## src/rtl/hazard_scoreboard.sv

```systemverilog
// hazard_scoreboard: consumer-side partner of the D->E pipeline register.
// Shadows the E-stage write information into M and W, then derives the
// stall / CLR_E request and the D- and E-stage forwarding selects.
// Optional stall-cycle counter enabled by defining HAZARD_STALL_CNT_EN;
// without it stall_cnt is a constant zero and no counter flops exist.
module hazard_scoreboard #(
  parameter int ADDR_W = 5,
  parameter int T_W    = 2
) (
  input  logic              clk,
  input  logic              reset,
  input  logic [ADDR_W-1:0] read1addr_D,
  input  logic [ADDR_W-1:0] read2addr_D,
  input  logic [T_W-1:0]    tuse_rs_D,
  input  logic [T_W-1:0]    tuse_rt_D,
  input  logic              rfwe_E,
  input  logic [ADDR_W-1:0] writeaddr_E,
  input  logic [T_W-1:0]    tnew_E,
  input  logic [ADDR_W-1:0] read1addr_E,
  input  logic [ADDR_W-1:0] read2addr_E,
  output logic              stall,
  output logic              CLR_E,
  output logic [1:0]        fwd_rs_D,
  output logic [1:0]        fwd_rt_D,
  output logic [1:0]        fwd_rs_E,
  output logic [1:0]        fwd_rt_E,
  output logic [31:0]       stall_cnt
);

  logic [ADDR_W-1:0] r_wa_M, r_wa_W;
  logic [T_W-1:0]    r_tnew_M, r_tnew_W;
  logic [ADDR_W-1:0] w_wa_E;
  logic              w_hazard_rs, w_hazard_rt;

  // Address 0 doubles as "no writer", so a non-writing E never matches.
  assign w_wa_E = rfwe_E ? writeaddr_E : '0;

  // Newest matching stage decides whether the operand must wait.
  function automatic logic hazard(
    input logic [ADDR_W-1:0] a,
    input logic [T_W-1:0]    tuse,
    input logic [ADDR_W-1:0] wa_e, wa_m, wa_w,
    input logic [T_W-1:0]    t_e, t_m, t_w
  );
    if (a == '0)   return 1'b0;
    if (wa_e == a) return t_e > tuse;
    if (wa_m == a) return t_m > tuse;
    if (wa_w == a) return t_w > tuse;
    return 1'b0;
  endfunction

  // Newest matching stage is the only candidate; it forwards only when ready.
  function automatic logic [1:0] sel_d(
    input logic [ADDR_W-1:0] a,
    input logic [ADDR_W-1:0] wa_e, wa_m, wa_w,
    input logic [T_W-1:0]    t_e, t_m, t_w
  );
    if (a == '0)   return 2'd0;
    if (wa_e == a) return (t_e == '0) ? 2'd1 : 2'd0;
    if (wa_m == a) return (t_m == '0) ? 2'd2 : 2'd0;
    if (wa_w == a) return (t_w == '0) ? 2'd3 : 2'd0;
    return 2'd0;
  endfunction

  // E-stage operands: an unready M match shadows W and yields the latched value.
  function automatic logic [1:0] sel_e(
    input logic [ADDR_W-1:0] a,
    input logic [ADDR_W-1:0] wa_m, wa_w,
    input logic [T_W-1:0]    t_m
  );
    if (a == '0)   return 2'd0;
    if (wa_m == a) return (t_m == '0) ? 2'd2 : 2'd0;
    if (wa_w == a) return 2'd3;
    return 2'd0;
  endfunction

  assign w_hazard_rs = hazard(read1addr_D, tuse_rs_D, w_wa_E, r_wa_M, r_wa_W,
                              tnew_E, r_tnew_M, r_tnew_W);
  assign w_hazard_rt = hazard(read2addr_D, tuse_rt_D, w_wa_E, r_wa_M, r_wa_W,
                              tnew_E, r_tnew_M, r_tnew_W);

  assign stall = w_hazard_rs | w_hazard_rt;
  assign CLR_E = stall;

  assign fwd_rs_D = sel_d(read1addr_D, w_wa_E, r_wa_M, r_wa_W, tnew_E, r_tnew_M, r_tnew_W);
  assign fwd_rt_D = sel_d(read2addr_D, w_wa_E, r_wa_M, r_wa_W, tnew_E, r_tnew_M, r_tnew_W);
  assign fwd_rs_E = sel_e(read1addr_E, r_wa_M, r_wa_W, r_tnew_M);
  assign fwd_rt_E = sel_e(read2addr_E, r_wa_M, r_wa_W, r_tnew_M);

  // Shift E write info into M and W, counting Tnew down and saturating at 0.
  always_ff @(posedge clk) begin
    if (reset) begin
      r_wa_M   <= '0;
      r_tnew_M <= '0;
      r_wa_W   <= '0;
      r_tnew_W <= '0;
    end else begin
      r_wa_M   <= w_wa_E;
      r_tnew_M <= (tnew_E == '0) ? '0 : tnew_E - 1'b1;
      r_wa_W   <= r_wa_M;
      r_tnew_W <= (r_tnew_M == '0) ? '0 : r_tnew_M - 1'b1;
    end
  end

`ifdef HAZARD_STALL_CNT_EN
  logic [31:0] r_stall_cnt;

  // Count stalled cycles; wraps naturally at 32 bits.
  always_ff @(posedge clk) begin
    if (reset) r_stall_cnt <= '0;
    else if (stall) r_stall_cnt <= r_stall_cnt + 32'd1;
  end

  assign stall_cnt = r_stall_cnt;
`else
  assign stall_cnt = '0;
`endif

endmodule

```

## config.mk

```make
export PLATFORM = sky130hd
export DESIGN_NAME = hazard_scoreboard
export DESIGN_NICKNAME = d
export VERILOG_FILES = /design/src/rtl/hazard_scoreboard.sv
export SDC_FILE = /design/constraint.sdc
export NUM_CORES = 1
export LEC_CHECK = 0
export CORE_UTILIZATION = 39
export CTS_BUF_LIST = sky130_fd_sc_hd__clkbuf_16
export DETAILED_ROUTE_END_ITERATION = 16
export HOLD_SLACK_MARGIN = 0.08
export PLACE_DENSITY_LB_ADDON = 0.12
export SYNTH_ARGS = -nofsm -noshare
export SYNTH_HDL_FRONTEND = slang
export SYNTH_SLANG_ARGS = --single-unit
```

## constraint.sdc

```tcl
create_clock -name clk -period 2.24 [get_ports clk]
set_clock_uncertainty 0.15 [all_clocks]
set_input_delay 0.448 -clock clk [delete_from_list [all_inputs] [get_ports clk]]
set_output_delay 0.448 -clock clk [all_outputs]
set_load 0.02 [all_outputs]
```

Word level (Yosys, flattened, before mapping)
Cells that the tools add are included.
{ "totals": {"output_inout_bits": 42, "elab_cells": 112, "ff_bits": 14} }
{ "classes": {"n_bitwise": 1, "n_eq_ne": 10, "muxes": 80, "n_reduce_logical": 9, "order_cmp": 6, "addsub": 2} }
{ "op_table": {"columns": ["operator", "n"], "rows": [
  ["$mux W2", 30],
  ["$eq A5 B5 Y1", 10],
  ["$mux W1", 49],
  ["$logic_not A5 Y1", 4],
  ["$gt A2 B2 Y1", 6],
  ["$logic_not A2 Y1", 3],
  ["$mux W5", 1],
  ["$reduce_or A2 Y1", 2],
  ["$sub A2 B1 Y2 const B", 2],
  ["$or A1 B1 Y1", 1]
]} }

Depth between registers and ports, before layout
Gate-level depths: netlist of run 1.
{ "logic_depth": {"depth_word": 14, "depth_mapped": 9, "mapped_depth_nobuf": 8} }

Least setup slack after synthesis of run 1
Ideal clock, no wire load.
{ "synth_path": {"path_type": "input-to-output", "startpoint": "in read1addr_E[3]", "endpoint": "out fwd_rs_E[1]", "path_stages": 5, "required_time_ns": 1.642, "path_slack_ns": -0.343, "t_arrival_ns": 1.985, "n_path_buf": 0, "path_cell_list": "xor2_1 nor3_1 o21ai_1 nor4b_1 o21bai_1"} }
{ "synth_between": {"elab_chain_len": 7, "word_cells_on_any_way": 14, "cone_classes": "eq/ne (2); mux (11); reduce/logical (1)"} }
{ "synth_rtl": {"columns": ["element", "line", "rtl"], "rows": [
  ["start: declaration", "19", "input logic [ADDR_W-1:0] read1addr_E,"],
  ["$eq A5 B5 Y1", "73", "if (wa_w == a) return 2'd3;"],
  ["$mux W1 (2 in series)", "73", null],
  ["$mux W1", "72", "if (wa_m == a) return (t_m == '0) ? 2'd2 : 2'd0;"],
  ["$mux W2", "74", "return 2'd0;"],
  ["$mux W2", "73", null],
  ["$mux W2 (*)", "72", null],
  ["end: declaration", "25", "output logic [1:0] fwd_rs_E,"]
]} }
Every way passes the cells marked *; elsewhere a longest branch is shown, timed or not. The select of a mux whose other input is x is not followed.

Worst setup path after layout of run 1
{ "layout_path": {"startpoint": "in read2addr_D[4]", "endpoint": "out CLR_E"} }
{ "layout_between": {"elab_chain_len": 10, "word_cells_on_any_way": 22, "cone_classes": "eq/ne (3); mux (17); bitwise (1); reduce/logical (1)"} }
{ "layout_rtl": {"columns": ["element", "line", "rtl"], "rows": [
  ["start: declaration", "13", "input logic [ADDR_W-1:0] read2addr_D,"],
  ["$eq A5 B5 Y1", "48", "if (wa_w == a) return t_w > tuse;"],
  ["$mux W1 (2 in series)", "48", null],
  ["$mux W1", "47", "if (wa_m == a) return t_m > tuse;"],
  ["$mux W1", "46", "if (wa_e == a) return t_e > tuse;"],
  ["$mux W1", "49", "return 1'b0;"],
  ["$mux W1", "48", null],
  ["$mux W1", "47", null],
  ["$mux W1 (*)", "46", null],
  ["$or A1 B1 Y1 (*)", "82", "assign stall = w_hazard_rs | w_hazard_rt;"],
  ["end: declaration", "22", "output logic CLR_E,"]
]} }
Marked as above.

==> results of run 1 <==
## synthesized netlist by cell type (all sizes together)
cell type and number:
clkbuf 1, xor2 28, ha 14, xnor2 18, o31ai 1, a22oi 4, nand3 6, o211ai 2
dfxtp 14, nor4b 2, or4 4, and4bb 2, inv 11, a31o 2, nor2b 8, mux2i 2
and3b 2, nor3 15, nand2 7, a2111oi 1, conb 1, a211oi 1, and2 5, o21bai 2
nor4 2, a21oi 9, buf 41, nor2 7, o22ai 2, o21ai 9, nand3b 3, or2 1
## flip-flops by register name, indices dropped and copies added, names as in the netlist
name / count
r_wa_M: 5
r_tnew_W: 2
r_wa_W: 5
r_tnew_M: 2
## where the power goes
group | internal [uW] | switching [uW]
sequential | 262 | 13.2
clock | 236 | 104
combinational | 238 | 263
## how the worst min path moves through the flow
stage / from / end / slack (ns) / depth (start not counted)
2_1_floorplan: r_tnew_M[0]$_SDFF_PP0_ / r_tnew_W[0]$_SDFF_PP0_ / 0.24 / 1
3_3_place_gp: r_tnew_M[0]$_SDFF_PP0_ / r_tnew_W[0]$_SDFF_PP0_ / 0.35 / 2
3_5_place_dp: r_tnew_M[0]$_SDFF_PP0_ / r_tnew_W[0]$_SDFF_PP0_ / 0.37 / 2
4_1_cts: writeaddr_E[4] / r_wa_M[4]$_SDFF_PP0_ / 0.32 / 2
5_1_grt: writeaddr_E[4] / r_wa_M[4]$_SDFF_PP0_ / 0.32 / 2
6_report: writeaddr_E[4] / r_wa_M[4]$_SDFF_PP0_ / 0.32 / 2
## layer usage
metal  vias up  global-route usage  wire length (um)
li1        921                   -                 -
met1       868               0.303              2420
met2        60               0.394              2680
met3        10              0.0399               224
met4         0              0.0444               112
met5         -                   0                 0
## critical path, delay by kind of cell
kind / cells / cell delay [ns]
and+or+nand+nor: 2 / 0.38
buffers and inverters: 4 / 0.53
AOI/OAI and AO/OA: 3 / 0.44
xor gates and xnor gates: 1 / 0.14
## kinds of logic (layout without fill, tap and decap cells)
logic type | after synthesis | in the layout
AO/OA/AOI/OAI | 33 | 33
XOR/XNOR | 46 | 46
adder cells (fa/ha/maj) | 14 | 14
buffers and inverters | 53 | 129
flip-flops | 14 | 14
multiplexers | 2 | 2
other | 1 | 32
AND/OR/NAND/NOR | 64 | 64
## through the flow
stage	hold WS (ns)	TNS, ns
floorplan	0.241	-0.295
finish	0.322	-1.87
global placement	0.352	-10.05
global route	0.323	-2.68
detailed placement	0.365	-10.21
CTS	0.317	-2.15
## final cells by class
class / count / area (um^2) / share of cell area
clock buffers: 3 / 75.1 / 0.0246
clock inverters: 1 / 3.75 / 0.00123
inverters: 11 / 53.8 / 0.0176
multi-input cells: 191 / 1650 / 0.539
flip-flops and latches: 14 / 289 / 0.0946
well taps: 52 / 65.1 / 0.0213
repair buffers: 114 / 921 / 0.301
## what timing repair did
item / in CTS / in global routing
pin swaps: 41 / 19
buffers inserted: 10 / 3
setup endpoints to repair: 10 / 10
hold buffers: 0 / 0
resized for setup: 209 / 18
==> impl_metrics.yaml, run 1 <==
outcome:
  outcome: "finished, violations left"
  violations: "design-rule violations, negative setup slack"
setup_path:
  startpoint_type: "input pin"
  path_cells: "buf_8, buf_6, xor2_1, nor3_1, nand3_1, buf_4, o31ai_4, o211ai_4, o211ai_4, buf_6"
  cp.arrival_ns: 1.95
  rr_startpoint: "r_tnew_M[0]$_SDFF_PP0_"
  r2r_slack_ns: 0.96
  startpoint: "read2addr_D[4]"
  endpoint: "CLR_E"
  max_stage_delay_ns: 0.21
  r2r_cells: 4
  cp_slowest_cell: "nor3_1"
  end_kind: "primary output"
  crit_fanout: 2
  rr_endpoint: "r_tnew_W[0]$_SDFF_PP0_"
  worstPathRequired_ns: 1.64
  worstSetupPathType: "input pin to primary output"
grt:
  grt_pass1_vias: 1809
  grtUsageTotal: 0.229
  grt_pass1_wl_um: 8850
  antenna_found_initial: 0
  grt-ovfl-total: 0
  grt_max_degree: 10
synthesis:
  synth_xor_xnor_area_share: 0.220
  synth_area_leader_cell: "dfxtp_1"
  yosys.area.top_type_share: 0.153
  yosys.area_share.adder: 0.0956
  synth.distinct_cells: 39
  synthMuxAreaShare: 0.0109
  ys_warn_count: 0
  synth_top_family_by_area: "XOR/XNOR gates"
  seq_area_frac_synth: 0.153
  ys_top_cells_by_area: "dfxtp_1 15%, buf_4 14%, xor2_1 13%"
  synth_compound_area_frac: 0.123
  synth-seq-cells: 14
  netlist_area_mm2: 0.00183
  synthCells: 227
  synthSimpleGateAreaFrac: 0.207
  syn_area_per_cell_um2: 8.07
clock_network:
  cts.sinks: 14
  numCtsBuffers: 3
  h-tree-depth: 1
  cts_tree: "built"
  clk_transition_reported_paths_ns: 0.05
  cts.path.max_buffers: 2
  cts_root_buf: "clkbuf_16"
  clk_latency_ns: 0.24
route:
  postRouteAntennaNets: 0
  avgViaCountPerCell: 4.82
  drt_iter0_drc: 73
  totalWireLength_um: 5440
  routedWlPerCell_um: 14.1
  num_vias: 1859
  first_pass_iters: 12
  drc: 12
placement:
  place_ws_ns: -1.27
  post-place-cells: 370
  dp_hpwl_um: 4050
  portBuffers: 43
  gp_congestion: 0.799
  placed_area_mm2: 0.00266
cells_and_area:
  final_common_cell: "buf_4"
  final_area_mm2: 0.00306
  nFillCells: 348
  fin_cells: 386
  drive_gt1_frac: 0.482
  fin_util: 0.688
  synthToLayoutAreaGrowth_pct: 66.8
  nets: 383
  mostFrequentLayoutCells: "71 x buf_4, 32 x conb_1, 25 x xor2_1"
  antennaDiodeCount: 0
floorplanning:
  num_rows: 24
  die_h_um: 70.5
  ios: 76
  fp.dieArea_mm2: 0.00498
  die_x_um: 70.5
  initial_core_util: 0.412
  design.core.area_mm2: 0.00444
hold_path:
  hp-class: "input pin to flop"
timing:
  finalMaxSlewViolations: 0
  rsz0062_at_grt: "yes"
  setup_ws_ns: -0.310
  finalHoldViolCount: 0
  max_freq_mhz: 392
  finalCritPeriodShare: 1.14
  setup_viol: 10
  period_needed_ns: 2.55
pwr:
  p_total_uw: 1120
  power_density_mw_per_mm2: 365
  peakVddDrop_v: 0.000325
  leakagePower_uw: 0.00145
run:
  max-cap-violations: 0
Note: power is estimated with default switching activity, not from simulation.
==> run 2: changes to the inputs <==
- CORE_UTILIZATION: 39 -> 45
- DONT_BUFFER_PORTS: default -> 1
==> impl_metrics.yaml, run 2 (synthesis results as in run 1) <==
outcome:
  outcome: "finished, violations left"
  violations: "negative setup slack"
timing:
  setup_viol: 6
  finalCritPeriodShare: 1.11
  finalMaxSlewViolations: 0
  finalHoldViolCount: 0
  rsz0062_at_grt: "yes"
  whs_ns: 0.114
  setup_ws_ns: -0.237
  max_freq_mhz: 404
  period_needed_ns: 2.48
cells_and_area:
  multiInputGateArea_mm2: 0.00146
  drive_gt1_frac: 0.237
  nFillCells: 356
  antennaDiodeCount: 0
  nets: 294
  reg.largest.list: "r_wa_M x5, r_wa_W x5"
  synthToLayoutAreaGrowth_pct: 17.5
  final_common_cell: "conb_1"
  mostFrequentLayoutCells: "32 x conb_1, 28 x xor2_1, 22 x buf_4"
  ff_latch_area_um2: 293
floorplanning:
  initial_core_util: 0.486
  ios: 76
  fp.dieArea_mm2: 0.00433
  design.core.area_mm2: 0.00377
  die_x_um: 65.8
  num_rows: 22
  die_h_um: 65.8
route:
  routedWlPerCell_um: 14.5
  totalWireLength_um: 4240
  first_pass_iters: 4
  num_vias: 1480
  postRouteAntennaNets: 0
  avgViaCountPerCell: 5.05
  drt_iter0_drc: 25
  drc: 0
clock_network:
  cts.path.max_buffers: 2
  clk_transition_reported_paths_ns: 0.05
  numCtsBuffers: 3
  cts_root_buf: "clkbuf_16"
  hold_buffers: 0
  h-tree-depth: 1
  cts_tree: "built"
  cts.sinks: 14
  clk_latency_ns: 0.24
placement:
  portBuffers: 0
  dp_hpwl_um: 3500
  place_ws_ns: -0.125
  gp_congestion: 0.777
grt:
  grt_max_degree: 11
  grt-ovfl-total: 0
  antenna_found_initial: 0
  grt_pass1_wl_um: 6620
  grtUsageTotal: 0.200
  grt_pass1_vias: 1443
pwr:
  intPower_uw: 626
  power_density_mw_per_mm2: 421
  seqPwrFrac: 0.302
  p_total_uw: 905
  netSwitchingFraction: 0.309
  peakVddDrop_v: 0.000547
  power_frac_clock: 0.371
  leakagePower_uw: 0.000966
  switching_power_uw: 279
  p_comb_frac: 0.328
setup_path:
  r2r_cells: 4
  cp.arrival_ns: 1.88
  startpoint_type: "flop"
  end_kind: "primary output"
  max_stage_delay_ns: 0.41
  rr_startpoint: "r_tnew_M[0]$_SDFF_PP0_"
  r2r_slack_ns: 1.00
  worstPathRequired_ns: 1.64
  worstSetupPathType: "flop to primary output"
  path_cells: "ha_1, nor2b_1, o21ai_0, o31ai_2, o211ai_2, o211ai_4, buf_12"
  crit_fanout: 4
  cp_slowest_cell: "dfxtp_1"
  rr_endpoint: "r_tnew_W[0]$_SDFF_PP0_"
hold_path:
  hp-class: "input pin to flop"
  worstHoldPathCells: 1
  worstHoldEndpoint: "r_wa_W[4]$_SDFF_PP0_"
  hp-start: "reset"
run:
  max-cap-violations: 0
[run 2: power by group through the flow]
stage                     clock network [uW]  logic, uW  registers [uW]
after floorplan                            0        276             272
after global placement                     0        269             277
after detailed placement                   0        275             276
after CTS                                343        283             272
after global routing                     356        328             274
final                                    336        296             273
[run 2: what timing repair did]
action                     4_1_cts  5_1_grt
gates resized for setup          9       15
setup endpoints to repair        9       10
hold endpoints to repair         0        0
pin swaps                        4        3
buffers inserted                 1        1
[run 2: through the flow]
step,utilization,TNS [ns],std cells,instance area [um^2]
3_3_place_gp,0.522,-0.239,287,1970
6_report,0.571,-0.914,293,2150
5_1_grt,0.571,-1.68,293,2150
3_5_place_dp,0.522,-0.250,287,1970
4_1_cts,0.554,-0.999,292,2090
2_1_floorplan,-,-0.295,258,2030
[run 2: worst max path at each step]
| stage | start | endpoint | slack, ns | depth (start not counted) |
|---|---|---|---|---|
| 3_3_place_gp | tuse_rt_D[1] | stall | -0.12 | 9 |
| 4_1_cts | r_tnew_M[1]$_SDFF_PP0_ | stall | -0.25 | 8 |
| 3_5_place_dp | tuse_rt_D[1] | stall | -0.13 | 9 |
| 2_1_floorplan | read1addr_D[3] | stall | -0.12 | 8 |
| 6_report | r_tnew_W[1]$_SDFF_PP0_ | CLR_E | -0.24 | 7 |
| 5_1_grt | r_tnew_W[1]$_SDFF_PP0_ | CLR_E | -0.34 | 7 |
[run 2: layer usage]
layer | vias up | global-route usage | part of all wire
met3 | 2 | 0.0603 | 0.057
li1 | 743 | - | -
met1 | 690 | 0.233 | 0.42
met4 | 0 | 0.0353 | 0.0024
met5 | - | 0 | 0
met2 | 45 | 0.357 | 0.52
[run 2: critical path, delay by kind of cell (launching register included)]
kind            cells  cell delay, ns
buf+inv             1            0.15
flops               1            0.41
fa+ha+maj           1            0.28
simple gates        1            0.13
compound gates      4            0.67
[run 2: final cells by class]
class	count	area share
clock buffer	3	0.0349
clock inverter	1	0.00174
inverter	11	0.0250
multi-input combinational	191	0.678
sequential	14	0.136
tap	48	0.0279
timing repair buffer	25	0.0965
==> run 3: changes to the inputs <==
- ABC_AREA: default -> 1
- CAP_MARGIN: default -> 5
==> impl_metrics.yaml, run 3 <==
outcome:
  outcome: "complete, no violations"
synthesis:
  netlist_area_mm2: 0.00189
  yosys.area_share.adder: 0.0929
  synth_area_leader_cell: "dfxtp_1"
  synth_xor_xnor_area_share: 0.144
  yosysMostFrequentCell: "nand2_1"
  synth_common_cells: "54 x nand2_1, 35 x buf_4, 35 x inv_1"
  synthSimpleGateAreaFrac: 0.319
  seq_area_frac_synth: 0.149
  ys_warn_count: 0
  synthArstFlopShare: 0
  synth-seq-cells: 14
  synthCells: 294
  synth_top_family_by_area: "simple AND/OR/NAND/NOR gates"
  ys.flop_type: "dfxtp_1"
  synthMuxAreaShare: 0
  synth.distinct_cells: 27
  synth-edff-count: 0
  synth_compound_area_frac: 0.0597
  syn_area_per_cell_um2: 6.41
  ys_top_cells_by_area: "dfxtp_1 15%, buf_4 14%, nand2_1 11%"
  yosys.area.top_type_share: 0.149
setup_path:
  startpoint_type: "flop"
  path_buf_inv: 2
  critPathTopFamily: "flip-flops"
  worstSetupPathType: "flop to primary output"
  path_cells: "ha_1, inv_1, nor2_1, o21ai_0, o21ai_1, nand2_1, nand2_1, nand2_1, nand2_2, buf_12"
  r2r_cells: 3
  r2r_slack_ns: 1.13
  rr_startpoint: "r_tnew_M[0]$_SDFF_PP0_"
  cp_slowest_cell: "dfxtp_2"
  endpoint: "CLR_E"
  worstPathRequired_ns: 1.64
  crit_top_cell: "nand2_1"
  max_stage_delay_ns: 0.33
  end_kind: "primary output"
  rr_endpoint: "r_tnew_W[0]$_SDFF_PP0_"
  cp.arrival_ns: 1.57
  crit_fanout: 3
  startpoint: "r_tnew_W[1]$_SDFF_PP0_"
  cp_num_cells: 10
cells_and_area:
  drive_gt1_frac: 0.175
  fin_cells: 347
  multiInputGateArea_mm2: 0.00134
  nFillCells: 444
  final_common_cell: "nand2_1"
  mostFrequentLayoutCells: "52 x nand2_1, 34 x inv_1, 32 x conb_1"
  synthToLayoutAreaGrowth_pct: 7.17
  antennaDiodeCount: 0
  ff_latch_area_um2: 310
  nets: 346
  reg.largest.list: "r_wa_M x5, r_wa_W x5"
grt:
  grtUsageTotal: 0.184
  antenna_found_initial: 0
  grt-ovfl-total: 0
  grt_pass1_wl_um: 6180
  grt_max_degree: 15
  grt_pass1_vias: 1364
timing:
  finalCritPeriodShare: 0.967
  finalMaxSlewViolations: 0
  max_freq_mhz: 462
  period_needed_ns: 2.17
  setup_viol: 0
  finalHoldViolCount: 0
placement:
  post-place-cells: 340
  dp_hpwl_um: 3370
  portBuffers: 0
  gp_congestion: 0.839
route:
  totalWireLength_um: 4030
  num_vias: 1651
  postRouteAntennaNets: 0
  avgViaCountPerCell: 4.76
  drc: 0
  first_pass_iters: 4
  routedWlPerCell_um: 11.6
  drt_iter0_drc: 54
clock_network:
  cts_tree: "built"
  cts_root_buf: "clkbuf_16"
  cts.path.max_buffers: 2
  cts.sinks: 14
  numCtsBuffers: 3
  h-tree-depth: 1
  clk_transition_reported_paths_ns: 0.05
  clk_latency_ns: 0.24
hold_path:
  hp-class: "input pin to flop"
  worstHoldPathCells: 1
run:
  max-cap-violations: 0
floorplanning:
  initial_core_util: 0.471
  design.core.area_mm2: 0.00400
  ios: 76
  fp.dieArea_mm2: 0.00445
  num_rows: 23
  die_x_um: 66.7
  die_h_um: 66.7
pwr:
  power_density_mw_per_mm2: 440
  p_total_uw: 890
  peakVddDrop_v: 0.000349
  leakagePower_uw: 0.00101
-- run 3: metrics by stage --
stage	setup TNS (ns)	area [um^2]	hold WS (ns)	utilization	worst slack (ns)
after floorplan	0	2000	0.241	-	0.0537
after global placement	0	1830	0.256	0.457	0.101
after detailed placement	0	1830	0.261	0.457	0.0945
after CTS	0	1910	0.112	0.478	0.00190
after global routing	-0.0415	2020	0.110	0.505	-0.0370
final	0	2020	0.117	0.505	0.0745
-- run 3: how the worst min path moves through the flow --
stage                                 from                     end  slack, ns
finish                               reset    r_wa_W[1]$_SDFF_PP0_       0.12
global route                         reset    r_wa_W[1]$_SDFF_PP0_       0.11
CTS                                  reset    r_wa_M[3]$_SDFF_PP0_       0.11
detailed placement  r_tnew_M[0]$_SDFF_PP0_  r_tnew_W[0]$_SDFF_PP0_       0.26
global placement    r_tnew_M[0]$_SDFF_PP0_  r_tnew_W[0]$_SDFF_PP0_       0.26
floorplan           r_tnew_M[0]$_SDFF_PP0_  r_tnew_W[0]$_SDFF_PP0_       0.24
-- run 3: what timing repair did --
action / CTS / global route
cloned: 0 / 0
buffers inserted: 0 / 3
endpoints found under the hold margin: 0 / 0
hold buffers: 0 / 0
pin swaps: 0 / 7
gates resized for setup: 6 / 27
setup endpoints to repair: 2 / 6
-- run 3: worst register-to-register path, delay by kind of cell, from the launching register on --
family        cells  cell delay, ns
flops             1            0.34
fa+ha+maj         1            0.29
simple gates      1            0.18
buf+inv           1            0.07
-- run 3: final cells by class --
| type | count | area share |
|---|---|---|
| timing repair buffer | 10 | 0.0433 |
| tap | 50 | 0.0310 |
| sequential | 14 | 0.154 |
| clock inverter | 1 | 0.00186 |
| inverter | 37 | 0.0687 |
| clock buffer | 3 | 0.0372 |
| multi-input combinational | 232 | 0.664 |
-- run 3: power by group --
part / switching (uW) / total (uW) / internal [uW]
Combinational: 176 / 282 / 107
Clock: 98.5 / 334 / 236
Sequential: 15.9 / 273 / 257
Total: 290 / 890 / 600
-- run 3: kinds of logic after synthesis --
group,after synthesis
AO/OA/AOI/OAI,22
XOR/XNOR,31
adder cells (fa/ha/maj),14
buffers and inverters,79
flip-flops,14
other,1
AND/OR/NAND/NOR,133
-- run 3: metal layers --
layer,global-route usage,up-vias,share of wire
li1,-,866,-
met2,0.309,51,0.48
met3,0.0411,2,0.061
met5,0,-,0
met4,0.0239,0,0.0027
met1,0.244,732,0.46
